`src/rtl/capture_sequencer.sv`:
```
// capture_sequencer: divider-paced probe capture into a sample FIFO with limit, stop and overrun handling.
// Optional macro TRIGGER_EN adds trig_mask/trig_value and an ARMED state that waits for a pattern match.
module capture_sequencer #(
   parameter int DIV_W = 16,
   parameter int CNT_W = 32
) (
   input  logic             clk,
   input  logic             rst,
   input  logic             start,
   input  logic             stop,
   input  logic [DIV_W-1:0] divider,
   input  logic [CNT_W-1:0] sample_limit,
   input  logic [15:0]      chan_mask,
`ifdef TRIGGER_EN
   input  logic [15:0]      trig_mask,
   input  logic [15:0]      trig_value,
`endif
   input  logic [15:0]      probe,
   input  logic             fifo_full,
   output logic [15:0]      sample_data,
   output logic             sample_data_avail,
   output logic             busy,
   output logic             done,
   output logic             overrun,
   output logic [CNT_W-1:0] sample_count
);

   typedef enum logic [1:0] {IDLE, ARMED, RUN, OVERRUN} state_t;

   state_t           state, state_nxt;
   logic [DIV_W-1:0] div_lat, div_cnt;
   logic [CNT_W-1:0] limit_lat, cnt_inc, cnt_p1;
   logic [15:0]      mask_lat, data_p1;
   logic             vld_p1, done_p1, ovf_flag;
   logic             accept_start, strobe, wr, ovf, hit_limit;

   function automatic logic [CNT_W-1:0] sat_inc(input logic [CNT_W-1:0] v);
      return (&v) ? v : v + CNT_W'(1);
   endfunction

`ifdef TRIGGER_EN
   logic [15:0] tmask_lat, tval_lat;
   logic        trig_hit;
   localparam state_t START_STATE = ARMED;
   assign trig_hit = ((probe & tmask_lat) == (tval_lat & tmask_lat));
`else
   localparam state_t START_STATE = RUN;
`endif

   assign cnt_inc = sat_inc(cnt_p1);

   always_comb begin
      state_nxt    = state;
      accept_start = 1'b0;
      strobe       = 1'b0;
      case (state)
         IDLE, OVERRUN: begin
            if (start && !stop) begin
               accept_start = 1'b1;
               state_nxt    = START_STATE;
            end
         end
`ifdef TRIGGER_EN
         ARMED:   strobe = trig_hit;
`else
         ARMED:   strobe = 1'b0;
`endif
         RUN:     strobe = (div_cnt == div_lat);
         default: state_nxt = IDLE;
      endcase
      wr        = strobe && !fifo_full;
      ovf       = strobe && fifo_full && !stop;
      hit_limit = wr && (limit_lat != '0) && (cnt_inc == limit_lat);
      // A strobe coinciding with stop still writes; stop only decides the next state.
      if (state == ARMED || state == RUN) begin
         if (stop)           state_nxt = IDLE;
         else if (ovf)       state_nxt = OVERRUN;
         else if (hit_limit) state_nxt = IDLE;
         else if (strobe)    state_nxt = RUN;
      end
   end

   always_ff @(posedge clk) begin
      if (!rst) state <= IDLE;
      else      state <= state_nxt;
   end

   always_ff @(posedge clk) begin
      if (accept_start) begin
         div_lat   <= divider;
         limit_lat <= sample_limit;
         mask_lat  <= chan_mask;
`ifdef TRIGGER_EN
         tmask_lat <= trig_mask;
         tval_lat  <= trig_value;
`endif
      end
   end

   // Stage p1: registered FIFO write, one cycle after the strobe.
   always_ff @(posedge clk) begin
      if (!rst) begin
         data_p1  <= '0;
         vld_p1   <= 1'b0;
         done_p1  <= 1'b0;
         cnt_p1   <= '0;
         ovf_flag <= 1'b0;
         div_cnt  <= '0;
      end else begin
         vld_p1  <= wr;
         done_p1 <= hit_limit;
         if (wr) data_p1 <= probe & mask_lat;
         if (accept_start) begin
            cnt_p1   <= '0;
            ovf_flag <= 1'b0;
            div_cnt  <= '0;
         end else begin
            if (wr)  cnt_p1   <= cnt_inc;
            if (ovf) ovf_flag <= 1'b1;
            if (strobe)             div_cnt <= '0;
            else if (state == RUN)  div_cnt <= div_cnt + DIV_W'(1);
         end
      end
   end

   assign sample_data       = data_p1;
   assign sample_data_avail = vld_p1;
   assign done              = done_p1;
   assign overrun           = ovf_flag;
   assign sample_count      = cnt_p1;
   assign busy              = (state == ARMED) || (state == RUN);

endmodule

```
`config.mk`:
```
export PLATFORM = sky130hd
export DESIGN_NAME = capture_sequencer
export DESIGN_NICKNAME = d
export VERILOG_FILES = /design/src/rtl/capture_sequencer.sv
export SDC_FILE = /design/constraint.sdc
export NUM_CORES = 1
export LEC_CHECK = 0
export ABC_CLOCK_PERIOD_IN_PS = 4100
export CORE_UTILIZATION = 30
export CTS_CLUSTER_SIZE = 28
export DETAILED_ROUTE_END_ITERATION = 12
export PLACE_DENSITY = 0.48
export SLEW_MARGIN = 25
export SYNTH_ARGS = -nofsm -noshare
export SYNTH_HDL_FRONTEND = slang
export SYNTH_SLANG_ARGS = --single-unit
```
`constraint.sdc`:
```
create_clock -name clk -period 4.1 [get_ports clk]
set_input_delay 0.41 -clock clk [delete_from_list [all_inputs] [get_ports clk]]
set_output_delay 0.41 -clock clk [all_outputs]
set_load 0.1 [all_outputs]
```
==> results.json, run 1 <==
{
  "cp_max_fo": 13,
  "synth.area.top_cells": "edfxtp_1 28%, dfxtp_1 20%, xnor2_1 5.9%",
  "setup_tns_ns": 0,
  "tightest_slew_ns": 1.02,
  "wire_per_inst_microns": 20.2,
  "async_reset_ff_share_pct": 0,
  "pwr-share-clk_pct": 48.0,
  "ys_seq_elements": 133,
  "arrival_ns": 4.02,
  "grt_overflow": 0,
  "wl_met3_microns": 1410,
  "die_area_sq_um": 23300,
  "dr_wl_met2_microns": 11300,
  "timing.rr.end": "done",
  "r2r_setup_slack_ns": 0.43,
  "netlist.area_leader.share_pct": 28.2,
  "die_y_microns": 153,
  "syn_inst": 712,
  "start_kind": "register",
  "p_seq_share_pct": 46.0,
  "drive_gt1_share_pct": 8.44,
  "cap_violations": 0,
  "hold_path_end": "sample_data[0]",
  "p_int_mw": 2.35,
  "port-buffer-count": 136,
  "met1Wirelength_microns": 9970,
  "holdBufCountCts": 0,
  "hold_viol": 0,
  "dr.pass1.iters": 7,
  "p_comb_share_pct": 6.0,
  "cts_tree": "done",
  "seq_area_frac_synth_pct": 48.4,
  "drc_errors": 0,
  "finish.net_count": 940,
  "post-route-period-util_pct": 89.6,
  "rr_startpoint": "sample_count[0]",
  "antenna_cells": 0,
  "critPathCaptureType": "register",
  "min_path_type": "register to register",
  "rsz0062_at_grt": "no",
  "path_class": "register to register",
  "slew_violations": 0,
  "fin_crit_ns": 3.67,
  "final_cell_mix": "136 x clkdlybuf4s50_1, 84 x nor2_1, 69 x dfxtp_1",
  "holdPathStages": 2,
  "p_leak_nw": 2.96,
  "post-cts-setup-buffers": 0,
  "numCtsBuffers": 17,
  "ys.flop_type": "dfxtp_1",
  "top_layer_used": "met4",
  "h-tree-depth": 4,
  "synth_nets": 800,
  "areaGrowthSynthToFinish_pct": 33.5,
  "drt_iter0_drc": 323,
  "cts.clk_slew.worst_paths_ns": 0.07,
  "start_util_pct": 31.0,
  "cts_root_buffer": "clkbuf_16",
  "switchingPower_mw": 0.819,
  "final_common_cell": "clkdlybuf4s50_1",
  "clock-skew-final_ns": 0.0151,
  "clk_latency_ns": 0.43,
  "ir_drop_v": 0.000286,
  "syn_avg_cell_area_sq_um": 9.58,
  "viasPerCell": 5.21,
  "place_hpwl_microns": 17800,
  "syn_area_sq_um": 6820,
  "status": "completed",
  "worstPathRequired_ns": 4.44,
  "drt-total-wl_microns": 23200,
  "timing.hold.ws_ns": 0.450,
  "clock.fmax_mhz": 272,
  "worstRegToRegCells": 10,
  "grt_pass1_vias": 6120,
  "die_w_microns": 153,
  "max-slew-margin-rel_pct": 31.5,
  "sw_frac_of_total_pct": 25.9,
  "vias": 5964,
  "core_sq_um": 22000,
  "rows": 54,
  "track_usage_pct": 20.5,
  "io_pins": 137,
  "hp-start": "sample_data[0]",
  "power_density_nw_per_um2": 348,
  "grt_max_degree": 36,
  "synth_top_area_cell": "edfxtp_1",
  "ys_types": 68,
  "yosys_warnings": 0,
  "setup_viol": 0,
  "place_congestion": 0.960,
  "clock_path_buffers": 2,
  "synth_edf_count": 64,
  "grt_pass1_wl_microns": 35800,
  "antenna_found_initial": 0,
  "cts.sinks": 133,
  "cts_resized": 0,
  "drtAntennaViolNets": 0
}
==> stage by stage <==
| step | utilization, % | instance area (sq um) | cells | power [mW] | setup slack, ns |
|---|---|---|---|---|---|
| after floorplan | - | 6820 | 712 | 1.55 | 0.257 |
| after global placement | 38.7 | 8520 | 1113 | 1.68 | 0.628 |
| after detailed placement | 38.7 | 8520 | 1113 | 1.68 | 0.529 |
| after CTS | 41.3 | 9110 | 1145 | 3.21 | 0.489 |
| after global routing | 41.3 | 9110 | 1145 | 3.28 | 0.187 |
| final | 41.3 | 9110 | 1145 | 3.17 | 0.428 |
==> worst max-delay path, cell delays in order, from the launching register on <==
cell	delay [ns]
dfxtp_1	0.55
ha_1	0.35
nand4_1	0.33
or4_4	0.72
nor3_4	0.33
buf_4	0.22
xor2_2	0.19
nor2_1	0.07
a2111oi_0	0.40
o2111ai_1	0.19
nor4b_2	0.22
==> routing by layer <==
| layer | up-vias | global-route usage [%] |
|---|---|---|
| met5 | - | 0 |
| met2 | 185 | 35.4 |
| li1 | 2877 | - |
| met1 | 2872 | 24.2 |
| met3 | 30 | 6.23 |
| met4 | 0 | 6.69 |
==> synthesized netlist by cell type, types with 2 or more instances <==
master     number
nand4_1        23
o21bai_1        2
clkbuf_1       20
xnor2_1        46
a2111oi_0       4
o31ai_1         4
o22ai_1         4
nor2b_1         4
o211ai_1        6
o32a_1          3
edfxtp_1       64
ha_1            3
a22oi_1         5
inv_1          13
buf_6           2
mux2i_1         3
a31oi_1         5
dfxtp_1        69
clkbuf_2        2
or3_1          14
and4_1          7
nor3_1         18
nor3_2          2
xor2_1         45
a21oi_1        30
o2bb2ai_1       2
and3_1          8
nand2_1        60
nand2b_1       10
and2_1          5
a211o_1         4
or2_2           8
buf_2          10
o2111ai_1       6
nor4b_1         3
nor4_1         18
o21a_1          2
o21ai_0        18
or4_1           4
nor2_1         84
a211oi_1        3
nand3_1        43
==> power by group through the flow <==
stage	combinational, mW	sequential, mW	clock, mW
final	0.191	1.46	1.52
after global routing	0.207	1.46	1.62
after CTS	0.194	1.46	1.56
after detailed placement	0.193	1.49	0
after global placement	0.192	1.49	0
after floorplan	0.0770	1.48	0
==> kinds of logic (layout without fill, tap and decap cells) <==
| logic type | count (synthesis) | in the layout | synth area share (%) |
|---|---|---|---|
| buffers and inverters | 49 | 202 | 3.19 |
| AO/OA/AOI/OAI | 111 | 111 | 11.0 |
| adder cells (fa/ha/maj) | 3 | 3 | 0.550 |
| AND/OR/NAND/NOR | 321 | 321 | 24.4 |
| flip-flops | 133 | 133 | 48.4 |
| multiplexers | 3 | 3 | 0.440 |
| XOR/XNOR | 92 | 92 | 11.9 |
==> sequential cells by signal, summed over array words and instances (netlist names) <==
signal             count
sample_data_avail      1
state                  2
limit_lat             32
mask_lat              16
done                   1
sample_data           16
div_lat               16
div_cnt               16
sample_count          32
overrun                1
==> how the worst max path moves through the flow <==
stage / start / endpoint / slack [ns] / cells after the start
after CTS: sample_count[0] / done / 0.49 / 10
after floorplan: sample_count[0] / state[1] / 0.26 / 10
after detailed placement: sample_count[0] / done / 0.53 / 9
final: sample_count[0] / done / 0.43 / 10
after global routing: sample_count[0] / done / 0.19 / 10
after global placement: sample_count[0] / done / 0.63 / 9
==> layout make-up <==
cell class                      instances  area, sq um
Fill cell                            2194        12900
Clock inverter                         15          159
Timing Repair Buffer                  156         1510
Multi-Input combinational cell        530         3310
Inverter                               14         52.6
Clock buffer                           17          425
Tap cell                              280          350
Sequential cell                       133         3300
(Power assumes the default switching activity.)
==> run 2, diff against run 1 <==
--- a/config.mk
+++ b/config.mk
@@ -10,6 +10,7 @@
 export CTS_CLUSTER_SIZE = 28
 export DETAILED_ROUTE_END_ITERATION = 12
 export PLACE_DENSITY = 0.48
+export RECOVER_POWER = 50
 export SLEW_MARGIN = 25
 export SYNTH_ARGS = -nofsm -noshare
 export SYNTH_HDL_FRONTEND = slang
==> run 2 against run 1 <==
Compared with the run above:
- critical path depth is the same
- sequential share of layout area unchanged
- clock-buffer cell count did not move
- total power shrank 0.42%
- clock skew hardly changed
- via count about the same
- utilization is the same
- register-to-register slack worse by 0.02 ns
- global-route usage did not move
- die area unchanged
- wire length is 0.20% lower
- highest routed layer unchanged
==> results.json, run 2 (synthesis results as in run 1) <==
{
  "die_w_microns": 153,
  "critPathCaptureType": "register",
  "cp_max_fo": 13,
  "p_seq_share_pct": 46.2,
  "grt_pass1_vias": 6120,
  "holdPathStages": 2,
  "fin_crit_ns": 3.69,
  "core_sq_um": 22000,
  "register_area_sq_um": 3300,
  "ir_drop_v": 0.000286,
  "p_int_mw": 2.34,
  "timing.rr.end": "done",
  "start_kind": "register",
  "hold_path_end": "sample_data[0]",
  "rsz0062_at_grt": "no",
  "die_y_microns": 153,
  "finish.net_count": 940,
  "status": "completed",
  "port-buffer-count": 136,
  "cap_violations": 0,
  "vias": 5966,
  "clk_latency_ns": 0.43,
  "rr_startpoint": "sample_count[0]",
  "place_congestion": 0.960,
  "clock_path_buffers": 2,
  "multiInputGateArea_sq_um": 3310,
  "antenna_found_initial": 3,
  "drc_errors": 0,
  "crit_chain": "ha_1 > nand4_1 > or4_4 > nor3_4 > buf_4 > xor2_2 > nor2_1 > a2111oi_0 > o2111ai_1 > nor4b_2",
  "setup_viol": 0,
  "power_density_nw_per_um2": 346,
  "cts.clk_slew.worst_paths_ns": 0.07,
  "cts_root_buffer": "clkbuf_16",
  "fillCellCount": 2197,
  "timing.hold.ws_ns": 0.447,
  "io_pins": 137,
  "viasPerCell": 5.20,
  "worstPathRequired_ns": 4.44,
  "track_usage_pct": 20.5,
  "drt-total-wl_microns": 23100,
  "drt_iter0_drc": 282,
  "grt_pass1_wl_microns": 35800,
  "h-tree-depth": 4,
  "p_comb_share_pct": 5.7,
  "pre_cts_slack_ns": 0.529,
  "worstRegToRegCells": 10,
  "final_cell_mix": "84 x nor2_1, 75 x dlygate4sd3_1, 69 x dfxtp_1",
  "switchingPower_mw": 0.818,
  "wire_per_inst_microns": 20.2,
  "cts.sinks": 133,
  "max-slew-margin-rel_pct": 17.8,
  "drive_gt1_share_pct": 8.09,
  "cts_tree": "done",
  "clock.fmax_mhz": 271,
  "pwr-share-clk_pct": 48.2,
  "slowest_stage": "or4_4",
  "hold_viol": 0,
  "dr.pass1.iters": 7,
  "slew_violations": 0,
  "worst_slack_ns": 0.410,
  "grt_overflow": 0,
  "grt_max_degree": 36,
  "p_leak_nw": 3.01,
  "holdBufCountCts": 0,
  "drtAntennaViolNets": 0,
  "start_util_pct": 31.0,
  "post-route-util_pct": 41.3,
  "die_area_sq_um": 23300,
  "rows": 54,
  "tightest_slew_ns": 1.23,
  "r2r_setup_slack_ns": 0.41,
  "path_buf_inv": 1,
  "setup_tns_ns": 0,
  "hp-start": "sample_data[0]",
  "finalPower_mw": 3.15,
  "areaGrowthSynthToFinish_pct": 33.5,
  "min_path_type": "register to register",
  "numCtsBuffers": 17,
  "critPathMaxStageDelay_ns": 0.71,
  "place_hpwl_microns": 17800,
  "cts_resized": 0,
  "arrival_ns": 4.03,
  "sw_frac_of_total_pct": 25.9,
  "critPathTopFamily": "simple AND/OR/NAND/NOR gates",
  "post-cts-setup-buffers": 0,
  "clock-skew-final_ns": 0.0150,
  "final_common_cell": "nor2_1",
  "path_class": "register to register",
  "post-route-period-util_pct": 90.0
}
==> run 2: changes by cell type in the layout (fill, tap and decap cells not counted) <==
| cell | previous run | this run |
|---|---|---|
| dlygate4sd3_1 | 0 | 75 |
| inv_2 | 1 | 0 |
| clkdlybuf4s50_1 | 136 | 61 |
| inv_1 | 12 | 13 |
| buf_4 | 20 | 18 |
| diode_2 | 0 | 3 |
| clkbuf_1 | 0 | 2 |
==> run 2: cell type report <==
type / count / area share (%)
Antenna cell: 3 / 0.0824
Clock buffer: 17 / 4.67
Clock inverter: 15 / 1.74
Inverter: 14 / 0.577
Multi-Input combinational cell: 530 / 36.3
Sequential cell: 133 / 36.3
Tap cell: 280 / 3.85
Timing Repair Buffer: 156 / 16.5
==> run 2: how the worst max path moves through the flow <==
stage | from | endpoint | depth (start not counted)
4_1_cts | sample_count[0] | done | 10
3_3_place_gp | sample_count[0] | done | 9
3_5_place_dp | sample_count[0] | done | 9
2_1_floorplan | sample_count[0] | state[1] | 10
6_report | sample_count[0] | done | 10
5_1_grt | sample_count[0] | done | 10
==> run 2: power groups by stage <==
stage / logic [mW] / clock network [mW] / registers (mW)
after floorplan: 0.0770 / 0 / 1.48
after global placement: 0.192 / 0 / 1.49
after detailed placement: 0.193 / 0 / 1.49
after CTS: 0.194 / 1.56 / 1.46
after global routing: 0.195 / 1.62 / 1.46
final: 0.179 / 1.52 / 1.46
==> run 2: stage by stage <==
step	instance area, sq um	instances
final	9110	1148
after global routing	9100	1147
after CTS	9110	1145
after detailed placement	8520	1113
after global placement	8520	1113
after floorplan	6820	712
==> run 2: per-layer routing <==
metal  wire, microns  GRT usage [%]  vias up  part of all wire (%)
met2           11300           35.4      174                    49
met5               0              0        -                     0
li1                -              -     2883                     -
met4             484           6.69        0                   2.1
met1            9980           24.2     2880                    43
met3            1360           6.23       29                   5.9
==> run 2: worst min-delay path, cell delays in order, from the launching register on <==
cell	delay, ns
dfxtp_1	0.30
nand2_1	0.05
a21oi_1	0.05
